`config.mk`:
```
export PLATFORM = sky130hd
export DESIGN_NAME = fb_pingpong_ctrl
export DESIGN_NICKNAME = d
export VERILOG_FILES = /design/src/rtl/fb_pkg.sv /design/src/rtl/fb_skid_buf.sv /design/src/rtl/fb_pingpong_ctrl.sv
export SDC_FILE = /design/constraint.sdc
export NUM_CORES = 1
export LEC_CHECK = 0
export ABC_AREA = 1
export BUFFER_PORTS_ARGS = -buffer_cell sky130_fd_sc_hd__buf_2
export CAP_MARGIN = 30
export CORE_MARGIN = 8
export CORE_UTILIZATION = 30
export CTS_CLUSTER_DIAMETER = 120
export CTS_CLUSTER_SIZE = 16
export DETAILED_ROUTE_END_ITERATION = 16
export RECOVER_POWER = 100
export SETUP_SLACK_MARGIN = 0.4
export SLEW_MARGIN = 0
export SYNTH_ARGS = -nofsm -noshare
export SYNTH_HDL_FRONTEND = slang
export SYNTH_HIERARCHICAL = 1
export SYNTH_SLANG_ARGS = --single-unit
export TNS_END_PERCENT = 5
```
`constraint.sdc`:
```
create_clock -name clk -period 5.24 [get_ports clk]
set_clock_uncertainty 0.15 [all_clocks]
set_input_delay 1.048 -clock clk [delete_from_list [all_inputs] [get_ports clk]]
set_output_delay 1.048 -clock clk [all_outputs]
set_load 0.02 [all_outputs]
```
`src/rtl/fb_pkg.sv`:
```
// Shared FSM encoding and default widths for the ping-pong frame buffer controller.
package fb_pkg;
    typedef enum logic [1:0] {
        ST_FILL = 2'd0,
        ST_RUN  = 2'd1,
        ST_SWAP = 2'd2
    } fb_state_e;

    localparam int FB_DATA_WIDTH = 16;
    localparam int FB_ADDR_WIDTH = 3;
endpackage

```
`src/rtl/fb_skid_buf.sv`:
```
// Two-entry output FIFO between the memory read port and the sink.
// count_o lets the controller budget read credits against what is already held.
module fb_skid_buf
    import fb_pkg::*;
#(
    parameter int DATA_WIDTH = FB_DATA_WIDTH
) (
    input  logic                  clk,
    input  logic                  reset,
    input  logic                  in_valid_i,
    input  logic [DATA_WIDTH-1:0] in_data_i,
    output logic                  in_ready_o,
    output logic                  out_valid_o,
    output logic [DATA_WIDTH-1:0] out_data_o,
    input  logic                  out_ready_i,
    output logic [1:0]            count_o
);
    logic [DATA_WIDTH-1:0] mem_q [2];
    logic                  wr_idx_q;
    logic                  rd_idx_q;
    logic [1:0]            cnt_q;
    logic                  push;
    logic                  pop;

    assign in_ready_o  = (cnt_q != 2'd2);
    assign out_valid_o = (cnt_q != 2'd0);
    assign out_data_o  = mem_q[rd_idx_q];
    assign count_o     = cnt_q;
    assign push        = in_valid_i & in_ready_o;
    assign pop         = out_valid_o & out_ready_i;

    always_ff @(posedge clk) begin
        if (reset) begin
            wr_idx_q <= 1'b0;
            rd_idx_q <= 1'b0;
            cnt_q    <= 2'd0;
        end else begin
            if (push) wr_idx_q <= ~wr_idx_q;
            if (pop)  rd_idx_q <= ~rd_idx_q;
            cnt_q <= cnt_q + {1'b0, push} - {1'b0, pop};
        end
    end

    always_ff @(posedge clk) begin
        if (push) mem_q[wr_idx_q] <= in_data_i;
    end
endmodule

```
`src/rtl/fb_pingpong_ctrl.sv`:
```
// Ping-pong frame buffer controller: one bank is written while the other is read out.
// Build option FB_DROP_EN: keep in_ready high and count words that arrive with no room.
module fb_pingpong_ctrl
    import fb_pkg::*;
#(
    parameter int DATA_WIDTH = FB_DATA_WIDTH,
    parameter int ADDR_WIDTH = FB_ADDR_WIDTH
) (
    input  logic                  clk,
    input  logic                  reset,
    input  logic                  in_valid,
    input  logic [DATA_WIDTH-1:0] in_data,
    output logic                  in_ready,
    output logic                  out_valid,
    output logic [DATA_WIDTH-1:0] out_data,
    input  logic                  out_ready,
    output logic                  mem_wr_en,
    output logic [ADDR_WIDTH-1:0] mem_wr_addr,
    output logic [DATA_WIDTH-1:0] mem_wr_data,
    output logic                  mem_rd_en,
    output logic [ADDR_WIDTH-1:0] mem_rd_addr,
    input  logic [DATA_WIDTH-1:0] mem_rd_data,
    output logic                  bank_sel,
    output logic [7:0]            swap_cnt,
    output logic [15:0]           drop_cnt
);
    localparam int                    PW        = ADDR_WIDTH - 1;
    localparam logic [PW-1:0]         LAST_PTR  = '1;
    localparam logic [ADDR_WIDTH-1:0] FRAME_LEN = ADDR_WIDTH'(2 ** PW);

    fb_state_e             state_q, state_d;
    logic                  bank_sel_q, bank_sel_d;
    logic [PW-1:0]         wr_ptr_q, wr_ptr_d;
    logic                  wr_full_q, wr_full_d;
    logic [ADDR_WIDTH-1:0] rd_issued_q, rd_issued_d;
    logic                  rd_inflight_q;
    logic [7:0]            swap_cnt_q, swap_cnt_d;

    logic       in_blocked;
    logic       wr_fire;
    logic       rd_fire;
    logic       pop;
    logic       buf_in_ready;
    logic [1:0] buf_cnt;
    logic [1:0] lvl;

    assign in_blocked = wr_full_q | (state_q == ST_SWAP);
`ifdef FB_DROP_EN
    assign in_ready = ~reset;
`else
    assign in_ready = ~reset & ~in_blocked;
`endif
    assign wr_fire     = in_valid & in_ready & ~in_blocked;
    assign mem_wr_en   = wr_fire;
    assign mem_wr_addr = {bank_sel_q, wr_ptr_q};
    assign mem_wr_data = in_data;

    // A pop this cycle frees a slot in time for a read issued now, giving 1 word/cycle.
    assign pop         = out_valid & out_ready;
    assign lvl         = buf_cnt + {1'b0, rd_inflight_q};
    assign rd_fire     = ~reset & (state_q == ST_RUN) & (rd_issued_q < FRAME_LEN)
                       & ((lvl < 2'd2) | pop);
    assign mem_rd_en   = rd_fire;
    assign mem_rd_addr = {~bank_sel_q, rd_issued_q[PW-1:0]};

    fb_skid_buf #(.DATA_WIDTH(DATA_WIDTH)) u_obuf (
        .clk         (clk),
        .reset       (reset),
        .in_valid_i  (rd_inflight_q & buf_in_ready),
        .in_data_i   (mem_rd_data),
        .in_ready_o  (buf_in_ready),
        .out_valid_o (out_valid),
        .out_data_o  (out_data),
        .out_ready_i (out_ready),
        .count_o     (buf_cnt)
    );

    always_comb begin
        state_d     = state_q;
        bank_sel_d  = bank_sel_q;
        wr_ptr_d    = wr_ptr_q + PW'(wr_fire);
        wr_full_d   = wr_full_q | (wr_fire & (wr_ptr_q == LAST_PTR));
        rd_issued_d = rd_issued_q + ADDR_WIDTH'(rd_fire);
        swap_cnt_d  = swap_cnt_q;
        unique case (state_q)
            ST_FILL: if (wr_full_d) state_d = ST_SWAP;
            ST_RUN:  if (wr_full_d && (rd_issued_d == FRAME_LEN)) state_d = ST_SWAP;
            ST_SWAP: begin
                state_d     = ST_RUN;
                bank_sel_d  = ~bank_sel_q;
                wr_ptr_d    = '0;
                wr_full_d   = 1'b0;
                rd_issued_d = '0;
                swap_cnt_d  = swap_cnt_q + 8'd1;
            end
            default: state_d = ST_FILL;
        endcase
    end

    always_ff @(posedge clk) begin
        if (reset) begin
            state_q       <= ST_FILL;
            bank_sel_q    <= 1'b0;
            wr_ptr_q      <= '0;
            wr_full_q     <= 1'b0;
            rd_issued_q   <= '0;
            rd_inflight_q <= 1'b0;
            swap_cnt_q    <= 8'd0;
        end else begin
            state_q       <= state_d;
            bank_sel_q    <= bank_sel_d;
            wr_ptr_q      <= wr_ptr_d;
            wr_full_q     <= wr_full_d;
            rd_issued_q   <= rd_issued_d;
            rd_inflight_q <= rd_fire;
            swap_cnt_q    <= swap_cnt_d;
        end
    end

    assign bank_sel = bank_sel_q;
    assign swap_cnt = swap_cnt_q;

`ifdef FB_DROP_EN
    logic [15:0] drop_cnt_q;
    always_ff @(posedge clk) begin
        if (reset) begin
            drop_cnt_q <= 16'd0;
        end else if (in_valid && in_ready && in_blocked && (drop_cnt_q != 16'hFFFF)) begin
            drop_cnt_q <= drop_cnt_q + 16'd1;
        end
    end
    assign drop_cnt = drop_cnt_q;
`else
    assign drop_cnt = 16'd0;
`endif
endmodule

```
Word-level counts from Yosys, hierarchy flattened
Memories as Yosys holds them, arrays and structs flattened. A register that Yosys moved wholly into a read port is not among the register bits.
Index checks and enable logic that the tools add are counted.

word-level totals
  register bits = 22
  latch bits = 0
  RAM bits = 32
  ROM bits = 0
  bits of input ports = 36
  output and inout port bits = 67
  word-level logic and storage cells = 56
  memories = 1

memory list
  name          words  bits a word  read ports  clocked after Yosys merged registers in  write ports  RTL line           RTL
  u_obuf.mem_q  2      16           1           1                                        1            fb_skid_buf.sv:18  logic [DATA_WIDTH-1:0] mem_q [2];

cells by class
  $add $sub $neg = 6
  multiply operators = 0
  div/mod/pow operators = 0
  order comparisons = 2
  eq/ne operators = 7
  shifts and indexed selects = 0
  mux-type cells = 7
  bitwise operators = 18
  reductions and logical operators = 5

operator list
  cell                                                                    number
  1-bit bitwise AND                                                       10
  8-bit by 1-bit adder with 8-bit output (second input constant)          1
  2-bit by 1-bit adder with 2-bit output                                  3
  2-bit one-hot mux with 3 select lines                                   1
  1-bit inverter                                                          5
  2-bit equality test (second input constant)                             2
  1-bit two-way mux                                                       4
  2-bit two-way mux                                                       2
  2-bit != test (second input constant)                                   2
  3-bit by 1-bit adder with 3-bit output                                  1
  3-bit equality test (second input constant)                             1
  3-bit less-than comparator (second input constant)                      1
  1-bit OR                                                                3
  2-bit by 1-bit equality test with 1-bit output (second input constant)  1
  2-bit zero test                                                         1
  2-bit less-than comparator (second input constant)                      1
  2-bit by 1-bit != test with 1-bit output (second input constant)        1
  2-bit AND reduction                                                     1
  2-bit nonzero test                                                      1
  2-bit OR reduction                                                      1
  2-bit by 1-bit subtractor with 2-bit output                             1
  1-bit logical AND                                                       1

Logic depth before layout (Yosys ltp)
Gate-level depths: netlist (run 1).

  depth in word-level cells = 11
  gate-level depth with buffers = 15
  gate-level depth less buffers = 15

Hierarchy
Netlist (run 1), hierarchy kept.

by module, submodules not included
  module            times used  cells each  area an instance (µm²)  sequential area each (µm²)
  fb_skid_buf       1           87          1,453.9                 1,061.0
  fb_pingpong_ctrl  1           153         1,091.0                 360.3

Least setup slack after synthesis (run 1)
No wires, ideal clock.

  kind = in2out
  start point = in reset
  end point = out in_ready
  data arrival time = 1,545 ps
  data required time = 4,042 ps
  path slack = 2,497 ps
  cell stages on the path = 1
  cell sequence = nor3_1

on the way
  longest elaborated chain between the ends = 2

ends and longest elaborated chain
  what                RTL line                RTL
  start: declaration  fb_pingpong_ctrl.sv:10  input logic reset,
  1-bit inverter      fb_pingpong_ctrl.sv:51  assign in_ready = ~reset & ~in_blocked;
  1-bit bitwise AND   fb_pingpong_ctrl.sv:51
  end: declaration    fb_pingpong_ctrl.sv:13  output logic in_ready,

No other way between the ends.

==> results of run 1 <==
[synthesized netlist by cell type, types with 2 or more instances]
| cell | n | share of area |
|---|---|---|
| o21ai_0 | 2 | 0.0039 |
| nand2_1 | 36 | 0.053 |
| nor2_1 | 28 | 0.041 |
| nand3_1 | 7 | 0.014 |
| nand4_1 | 3 | 0.0074 |
| a21oi_1 | 8 | 0.016 |
| ha_1 | 6 | 0.029 |
| dfxtp_1 | 23 | 0.18 |
| mux2_2 | 6 | 0.027 |
| buf_4 | 35 | 0.10 |
| inv_1 | 29 | 0.043 |
| edfxtp_1 | 32 | 0.38 |
| nor3_1 | 2 | 0.0039 |
| mux2_4 | 10 | 0.059 |
[final cells by class]
cell class | instances | area [um2]
multi-input combinational | 132 | 734
inverter | 30 | 113
fill | 864 | 5480
timing repair buffer | 56 | 234
clock inverter | 3 | 38.8
tap | 105 | 131
sequential | 55 | 1420
clock buffer | 5 | 68.8
[kinds of logic (layout without fill, tap and decap cells)]
group / after synthesis / count (layout) / share of synthesized area
other: 1 / 16 / 0.00147
AOI/OAI and AO/OA: 11 / 11 / 0.0216
adders and majority gates: 6 / 6 / 0.0295
DFF: 55 / 55 / 0.559
xor gates and xnor gates: 1 / 1 / 0.00344
and+or+nand+nor: 82 / 82 / 0.138
buffers and inverters: 68 / 94 / 0.162
muxes: 16 / 16 / 0.0855
[path summary, 6_finish.rpt]
check	from	to	slack [ns]
min reg2reg	wr_full_q	wr_full_q	0.35
max reg2reg	u_obuf/count_o[0]	u_obuf/mem_q[0][9]	3.08
max	flip-flop	out_data[0]	2.06
min	wr_full_q	wr_full_q	0.35
[through the flow]
stage,util,power (mW),setup slack [ns]
after global routing,0.334,0.914,1.90
after detailed placement,0.330,0.622,2.18
after global placement,0.330,0.620,2.22
final,0.334,0.868,2.06
after floorplan,-,0.618,2.50
after CTS,0.343,0.896,2.16
[sequential cells by signal, indices dropped and copies added (netlist names), named ones only]
name and flops:
u_obuf/wr_idx_q 1, rd_issued_q 3, swap_cnt 8, rd_inflight_q 1, wr_ptr_q 2, u_obuf/rd_idx_q 1, bank_sel 1, state_q 2
wr_full_q 1, u_obuf/count_o 2, u_obuf/mem_q 32
[power by group]
part           switching (mW)  leakage (nW)  internal [mW]
Sequential            0.00851         0.473          0.465
Clock                   0.130        0.0517          0.140
Combinational          0.0826         0.584         0.0420
[critical path: cells and delay by family, from the launching register on]
family / cells / cell delay (ns)
muxes: 1 / 0.42
DFF: 1 / 0.40
buffers and inverters: 2 / 0.86
[per-layer routing]
layer / share of wire / wire [um]
met1: 0.43 / 2060
met4: 0.0090 / 43
met3: 0.086 / 408
met5: 0 / 0
met2: 0.47 / 2260
==> impl_metrics.env, run 1 <==
export IMPL_finalCriticalPeriod_ns=3.18
export IMPL_ys_seq_area_frac=0.559
export IMPL_vias=1591
export IMPL_grt_pass1_wl_um=7460
export IMPL_final_setup_viol_count=0
export IMPL_synthDistinctLibCells=27
export IMPL_postCtsSetupRepairBufs=0
export IMPL_power_density_nw_per_um2=316
export IMPL_num_io_pins=103
export IMPL_cp_common_cell="clkbuf_1"
export IMPL_clock_fmax_ghz=0.314
export IMPL_grt_busiest_layer="met2"
export IMPL_dp_cells=377
export IMPL_grt_setup_unrepaired="false"
export IMPL_final_cell_mix="clkbuf_1, nand2_1, edfxtp_1"
export IMPL_async_reset_ff_frac=0
export IMPL_tns_ns=0
export IMPL_netlist_instances=240
export IMPL_dpl_cell_area_um2=2710
export IMPL_die_area_um2=11700
export IMPL_clk_pin_slew_worst_paths_ns=0.09
export IMPL_path_cells="clkbuf_1 -> mux2_2 -> clkbuf_1"
export IMPL_cpPeakStageDelay_ns=0.68
export IMPL_layout_drive_gt1_share=0.135
export IMPL_startpoint_type="flip-flop"
export IMPL_final_max_slew_violation_count=0
export IMPL_final_common_cell="clkbuf_1"
export IMPL_dp_hpwl_um=3600
export IMPL_synthFlopType="edfxtp_1"
export IMPL_die_w_um=108
export IMPL_required_ns=4.04
export IMPL_netlist_area_um2=2540
export IMPL_grt_pass1_vias=1601
export IMPL_rows=33
export IMPL_hold_ws_ns=0.355
export IMPL_track_usage=0.0781
export IMPL_ys_seq_elements=55
export IMPL_tightest_slew_ns=0.987
export IMPL_routed_wl_um=4770
export IMPL_hold_depth=2
export IMPL_peakVddDrop_mv=0.165
export IMPL_cpMaxStageDelayCell="clkbuf_1"
export IMPL_p_leak_nw=1.11
export IMPL_drtIter0Drc=48
export IMPL_grt_use_met2=0.141
export IMPL_ctsHoldBuffers=0
export IMPL_grt_use_met1=0.0824
export IMPL_cts_tree="built"
export IMPL_crit_type="flip-flop to primary output"
export IMPL_root_buffer="clkbuf_8"
export IMPL_design_area_um2=2740
export IMPL_fin_nets=322
export IMPL_ff2ff_path_depth=7
export IMPL_die_y_um=108
export IMPL_route_detailed_drc=0
export IMPL_max_slew_margin=0.342
export IMPL_io_buffers=54
export IMPL_hp_class="flip-flop to flip-flop"
export IMPL_syn_avg_cell_area_um2=10.6
export IMPL_cts_max_path_buffers=2
export IMPL_clock_latency_ns=0.29
export IMPL_cts_resized=0
export IMPL_grt_start_max_net_pins=17
export IMPL_antenna_found_initial=0
export IMPL_met3_usage=0.0321
export IMPL_overflow=0
export IMPL_syn_to_final_growth_pct=7.72
export IMPL_crit_path_end_kind="primary output"
export IMPL_layout_cells_non_filler=386
export IMPL_htreeDepth=2
export IMPL_cap_violations=0
export IMPL_ant_nets=0
export IMPL_synth_edf_count=32
export IMPL_min_period_over_period=0.607
export IMPL_n_antenna_cell=0
export IMPL_cts_buffers=5
export IMPL_cts_sinks=55
export IMPL_worst_ep_arrival_time_ns=1.98
export IMPL_yosys_warnings=6
export IMPL_core_area_um2=8220
export IMPL_status="finished, final reports clean"
export IMPL_wl_per_cell_um=12.4
export IMPL_start_util=0.310
export IMPL_via_per_inst=4.12
export IMPL_gp_congestion=0.715
export IMPL_final_hold_viol_count=0
export IMPL_dr_pass1_iters=3
export IMPL_crit_path_max_fanout=14
No activity file was read; power rests on OpenSTA's default activity.
==> inputs of run 2 (changes only) <==
Clock period 5.24 ns to 3.1 ns, I/O delays scaled along.
==> run 2 against run 1 <==
  * Sequential power is 69% higher
  * Critical path depth stayed put
  * Worst setup slack worse by 1.3 ns
  * Die area stayed put
  * Via count is 0.63% lower
  * Flip-flop and latch count stayed put
  * Global-route usage is 0.13 points higher
  * First-iteration DRC count is 38% lower
  * Register-to-register slack worse by 2.1 ns
  * Sequential share of layout area is 0.62 points higher
  * Core utilization is 0.40 points lower
  * Largest cell class unchanged
  * Largest power group unchanged
==> impl_metrics.env, run 2 (same netlist as run 1, synthesis figures left out) <==
export IMPL_n_antenna_cell=0
export IMPL_clk_pin_slew_worst_paths_ns=0.09
export IMPL_core_area_um2=8220
export IMPL_grt_start_max_net_pins=17
export IMPL_place_ws_ns=0.702
export IMPL_cts_max_path_buffers=2
export IMPL_root_buffer="clkbuf_8"
export IMPL_overflow=0
export IMPL_min_period_over_period=0.759
export IMPL_wl_per_cell_um=12.0
export IMPL_cts_sinks=55
export IMPL_layout_drive_gt1_share=0.132
export IMPL_power_density_nw_per_um2=515
export IMPL_peakVddDrop_mv=0.165
export IMPL_postCtsSetupRepairBufs=0
export IMPL_num_io_pins=103
export IMPL_finalCriticalPeriod_ns=2.35
export IMPL_largest_register_ffs=32
export IMPL_clock_fmax_ghz=0.425
export IMPL_cts_buffers=5
export IMPL_hp_class="flip-flop to flip-flop"
export IMPL_ant_nets=0
export IMPL_ctsHoldBuffers=0
export IMPL_cap_violations=0
export IMPL_grt_pass1_wl_um=7450
export IMPL_fin_ws_ns=0.747
export IMPL_final_max_slew_violation_count=0
export IMPL_dr_pass1_iters=4
export IMPL_track_usage=0.0794
export IMPL_via_per_inst=4.10
export IMPL_grt_setup_unrepaired="false"
export IMPL_crit_path_max_fanout=16
export IMPL_grt_pass1_vias=1618
export IMPL_dp_hpwl_um=3530
export IMPL_die_y_um=108
export IMPL_final_hold_viol_count=0
export IMPL_final_cell_mix="clkbuf_1, nand2_1, edfxtp_1"
export IMPL_route_detailed_drc=0
export IMPL_gp_congestion=0.704
export IMPL_min_from="swap_cnt[2]"
export IMPL_cts_tree="built"
export IMPL_final_common_cell="clkbuf_1"
export IMPL_start_util=0.310
export IMPL_crit_type="flip-flop to primary output"
export IMPL_tightest_slew_ns=0.951
export IMPL_required_ns=2.33
export IMPL_die_area_um2=11700
export IMPL_rows=33
export IMPL_startpoint_type="flip-flop"
export IMPL_status="finished, final reports clean"
export IMPL_max_slew_margin=0.366
export IMPL_fin_nets=322
export IMPL_top_register="u_obuf/mem_q"
export IMPL_drtIter0Drc=30
export IMPL_io_buffers=54
export IMPL_routed_wl_um=4630
export IMPL_worst_ep_arrival_time_ns=1.58
export IMPL_htreeDepth=2
export IMPL_r2r_start="u_obuf/count_o[0]"
export IMPL_p_leak_nw=1.10
export IMPL_antenna_found_initial=0
export IMPL_die_w_um=108
export IMPL_tns_ns=0
export IMPL_crit_path_end_kind="primary output"
export IMPL_vias=1581
export IMPL_cts_resized=0
export IMPL_syn_to_final_growth_pct=6.44
export IMPL_clock_latency_ns=0.30
export IMPL_power_total_mw=1.39
export IMPL_final_setup_viol_count=0
[run 2: path summary, 6_finish.rpt]
check                                          end  cells past startpoint  slack [ns]
worst min-delay path                   swap_cnt[2]                      2        0.34
worst min register to register         swap_cnt[2]                      2        0.34
worst max register to register  u_obuf/mem_q[0][2]                      7        0.95
worst max-delay path                   out_data[0]                      3        0.75
[run 2: metrics by stage]
step | hold WS [ns] | util | cells | area (um2)
floorplan | 0.313 | - | 255 | 2600
global placement | 0.322 | 0.331 | 378 | 2720
detailed placement | 0.327 | 0.331 | 378 | 2720
CTS | 0.336 | 0.341 | 386 | 2800
global route | 0.330 | 0.330 | 386 | 2710
finish | 0.342 | 0.330 | 386 | 2710
[run 2: report_power, final]
| group | internal, mW | leakage [nW] | switching (mW) |
|---|---|---|---|
| Combinational | 0.0722 | 0.590 | 0.141 |
| Sequential | 0.785 | 0.473 | 0.0131 |
| Clock | 0.158 | 0.0374 | 0.225 |
| Total | 1.02 | 1.10 | 0.380 |
[run 2: cell type report]
class | count | area (um2)
fill | 881 | 5510
sequential | 55 | 1420
multi-input combinational | 132 | 723
timing repair buffer | 56 | 235
tap | 105 | 131
inverter | 30 | 113
clock buffer | 6 | 72.6
clock inverter | 2 | 12.5
[run 2: worst max-delay path: stages (launching register included)]
cell      delay, ns
dfxtp_1        0.32
clkbuf_2       0.38
mux2_2         0.40
clkbuf_1       0.18
[run 2: per-layer routing]
layer  vias to the layer above  track usage  part of all wire
met1                       710       0.0897              0.45
li1                        804            -                 -
met5                         -            0                 0
met4                         0       0.0248            0.0084
met2                        59        0.136              0.47
met3                         8       0.0286             0.076
==> inputs of run 3 (changes only) <==
Settings changed: ABC_AREA 1 to 0.
Clock period 3.1 ns to 2.1 ns, I/O delays scaled along.
==> run 3 against run 2 <==
  * The flow now finishes with violations (setup timing)
  * Cell area increased by 13%
  * Die area decreased by 2.1%
  * Count of clock-buffer cells in the layout unchanged
  * Critical path depth increased by 3
  * Synthesized cell count decreased by 20%
  * Area after synthesis decreased by 2.4%
  * Sequential power increased by 50%
  * Via count decreased by 5.6%
  * Worst setup slack got worse by 0.93 ns
  * Critical endpoint is now state_q[0]
  * Largest power group unchanged
==> impl_metrics.env, run 3 <==
export IMPL_finalCriticalPeriod_ns=2.28
export IMPL_hp_class="input pin to flip-flop"
export IMPL_syn_avg_cell_area_um2=12.9
export IMPL_grt_pass1_wl_um=7770
export IMPL_synth_commonest_cells="buf_4, edfxtp_1, dfxtp_1"
export IMPL_io_buffers=54
export IMPL_crit_type="flip-flop to flip-flop"
export IMPL_synth_area_leaders="edfxtp_1, dfxtp_1, buf_4"
export IMPL_route_detailed_drc=0
export IMPL_clock_latency_ns=0.30
export IMPL_layout_drive_gt1_share=0.348
export IMPL_netlist_area_um2=2480
export IMPL_largest_register_ffs=32
export IMPL_synthFlopType="edfxtp_1"
export IMPL_synth_edf_count=32
export IMPL_p_leak_nw=1.18
export IMPL_hold_ws_ns=0.151
export IMPL_clk_pin_slew_worst_paths_ns=0.10
export IMPL_die_y_um=107
export IMPL_die_area_um2=11400
export IMPL_rows=33
export IMPL_synthDistinctLibCells=36
export IMPL_netlist_instances=192
export IMPL_cts_max_path_buffers=2
export IMPL_grt_start_max_net_pins=18
export IMPL_status="finished, violations left"
export IMPL_num_io_pins=103
export IMPL_dpl_cell_area_um2=2820
export IMPL_cts_buffers=5
export IMPL_ys_seq_elements=55
export IMPL_n_antenna_cell=0
export IMPL_final_max_slew_violation_count=0
export IMPL_dr_pass1_iters=4
export IMPL_cts_tree="built"
export IMPL_fin_ws_ns=-0.184
export IMPL_start_util=0.305
export IMPL_core_area_um2=8130
export IMPL_ys_seq_area_frac=0.572
export IMPL_crit_path_end_kind="flip-flop"
export IMPL_power_density_nw_per_um2=849
export IMPL_multi_input_area_um2=915
export IMPL_r2r_setup_slack_ns=-0.18
export IMPL_ctsHoldBuffers=0
export IMPL_yosys_warnings=6
export IMPL_syn_to_final_growth_pct=23.4
export IMPL_final_setup_viol_count=3
export IMPL_routed_wl_um=4690
export IMPL_required_ns=2.15
export IMPL_antenna_found_initial=0
export IMPL_grt_pass1_vias=1637
export IMPL_dp_hpwl_um=3450
export IMPL_final_cell_mix="edfxtp_1, clkbuf_1, dfxtp_1"
export IMPL_fin_nets=288
export IMPL_cap_violations=0
export IMPL_peakVddDrop_mv=0.325
export IMPL_synth_top_area_cell="edfxtp_1"
export IMPL_track_usage=0.0832
export IMPL_min_period_over_period=1.09
export IMPL_startpoint_type="flip-flop"
export IMPL_via_per_inst=4.24
export IMPL_failed_checks="setup timing"
export IMPL_overflow=0
export IMPL_yosysMostFrequentCell="buf_4"
export IMPL_wl_per_cell_um=13.3
export IMPL_nFillCells=805
export IMPL_vias=1493
export IMPL_ant_nets=0
export IMPL_layout_cells_non_filler=352
export IMPL_gp_congestion=0.704
export IMPL_worst_ep_arrival_time_ns=2.33
export IMPL_final_common_cell="edfxtp_1"
export IMPL_async_reset_ff_frac=0
export IMPL_root_buffer="clkbuf_8"
export IMPL_regArea_um2=1420
export IMPL_top_register="u_obuf/mem_q"
export IMPL_die_w_um=107
export IMPL_dp_cells=343
export IMPL_place_ws_ns=-0.448
export IMPL_power_total_mw=2.60
export IMPL_design_area_um2=3060
export IMPL_htreeDepth=2
export IMPL_crit_path_max_fanout=2
export IMPL_cts_sinks=55
export IMPL_final_hold_viol_count=0
export IMPL_clock_fmax_ghz=0.438
export IMPL_drtIter0Drc=22
export IMPL_synthDominantCellAreaShare=0.387
export IMPL_grt_setup_unrepaired="true"
run 3: cell types whose count changed after synthesis, sizes merged, moves of 4 or more:
| cell | before | now |
|---|---|---|
| inv | 30 | 4 |
| nand3 | 8 | 2 |
| nand2 | 36 | 8 |
| nor2 | 30 | 12 |
| xnor2 | 1 | 7 |
| and3 | 1 | 5 |
run 3: through the flow:
step                TNS (ns)   util
floorplan             -0.641      -
global placement      -0.746  0.347
detailed placement    -0.831  0.347
CTS                   -0.551  0.385
global route          -0.685  0.377
finish                -0.488  0.377
run 3: where the power goes:
part	internal [mW]	switching, mW	total (mW)
sequential	1.17	0.0255	1.20
combinational	0.438	0.381	0.819
clock	0.240	0.341	0.582
run 3: critical path: stages (launching register included):
cell	delay, ns
dfxtp_1	0.32
or4b_4	0.53
a21oi_4	0.16
ha_4	0.16
ha_4	0.20
or3_4	0.38
o311a_1	0.29
run 3: path summary, 6_finish.rpt:
kind	from	endpoint	depth (start not counted)
hold reg to reg	swap_cnt[1]	swap_cnt[1]	2
hold / removal	mem_rd_data[15]	u_obuf/mem_q[0][15]	1
setup / recovery	rd_issued_q[2]	state_q[0]	6
setup reg to reg	rd_issued_q[2]	state_q[0]	6
run 3: layout make-up:
cell class	instances	area share
flip-flops and latches	55	0.465
multi-input cells	110	0.298
repair buffers	70	0.159
well taps	105	0.0429
clock buffers	6	0.0237
inverters	4	0.00572
clock inverters	2	0.00531
run 3: what timing repair did:
action                                  in CTS  in global routing
endpoints found under the setup margin      27                 43
setup buffers                                1                  0
resized for setup                           59                  4
pin swaps                                   11                  8
run 3: cell families after synthesis:
kind of cell | synth area share
simple gates | 0.102
flops | 0.572
compound gates | 0.0428
xor+xnor | 0.0353
mux | 0.0937
buf+inv | 0.122
fa+ha+maj | 0.0302
other cells | 0.00151
run 3: routing by layer:
metal | vias to the layer above | track usage | routed length [um]
met3 | 2 | 0.0348 | 376
met5 | - | 0 | 0
met4 | 0 | 0.0151 | 8
met1 | 698 | 0.0988 | 2030
li1 | 733 | - | -
met2 | 60 | 0.139 | 2270
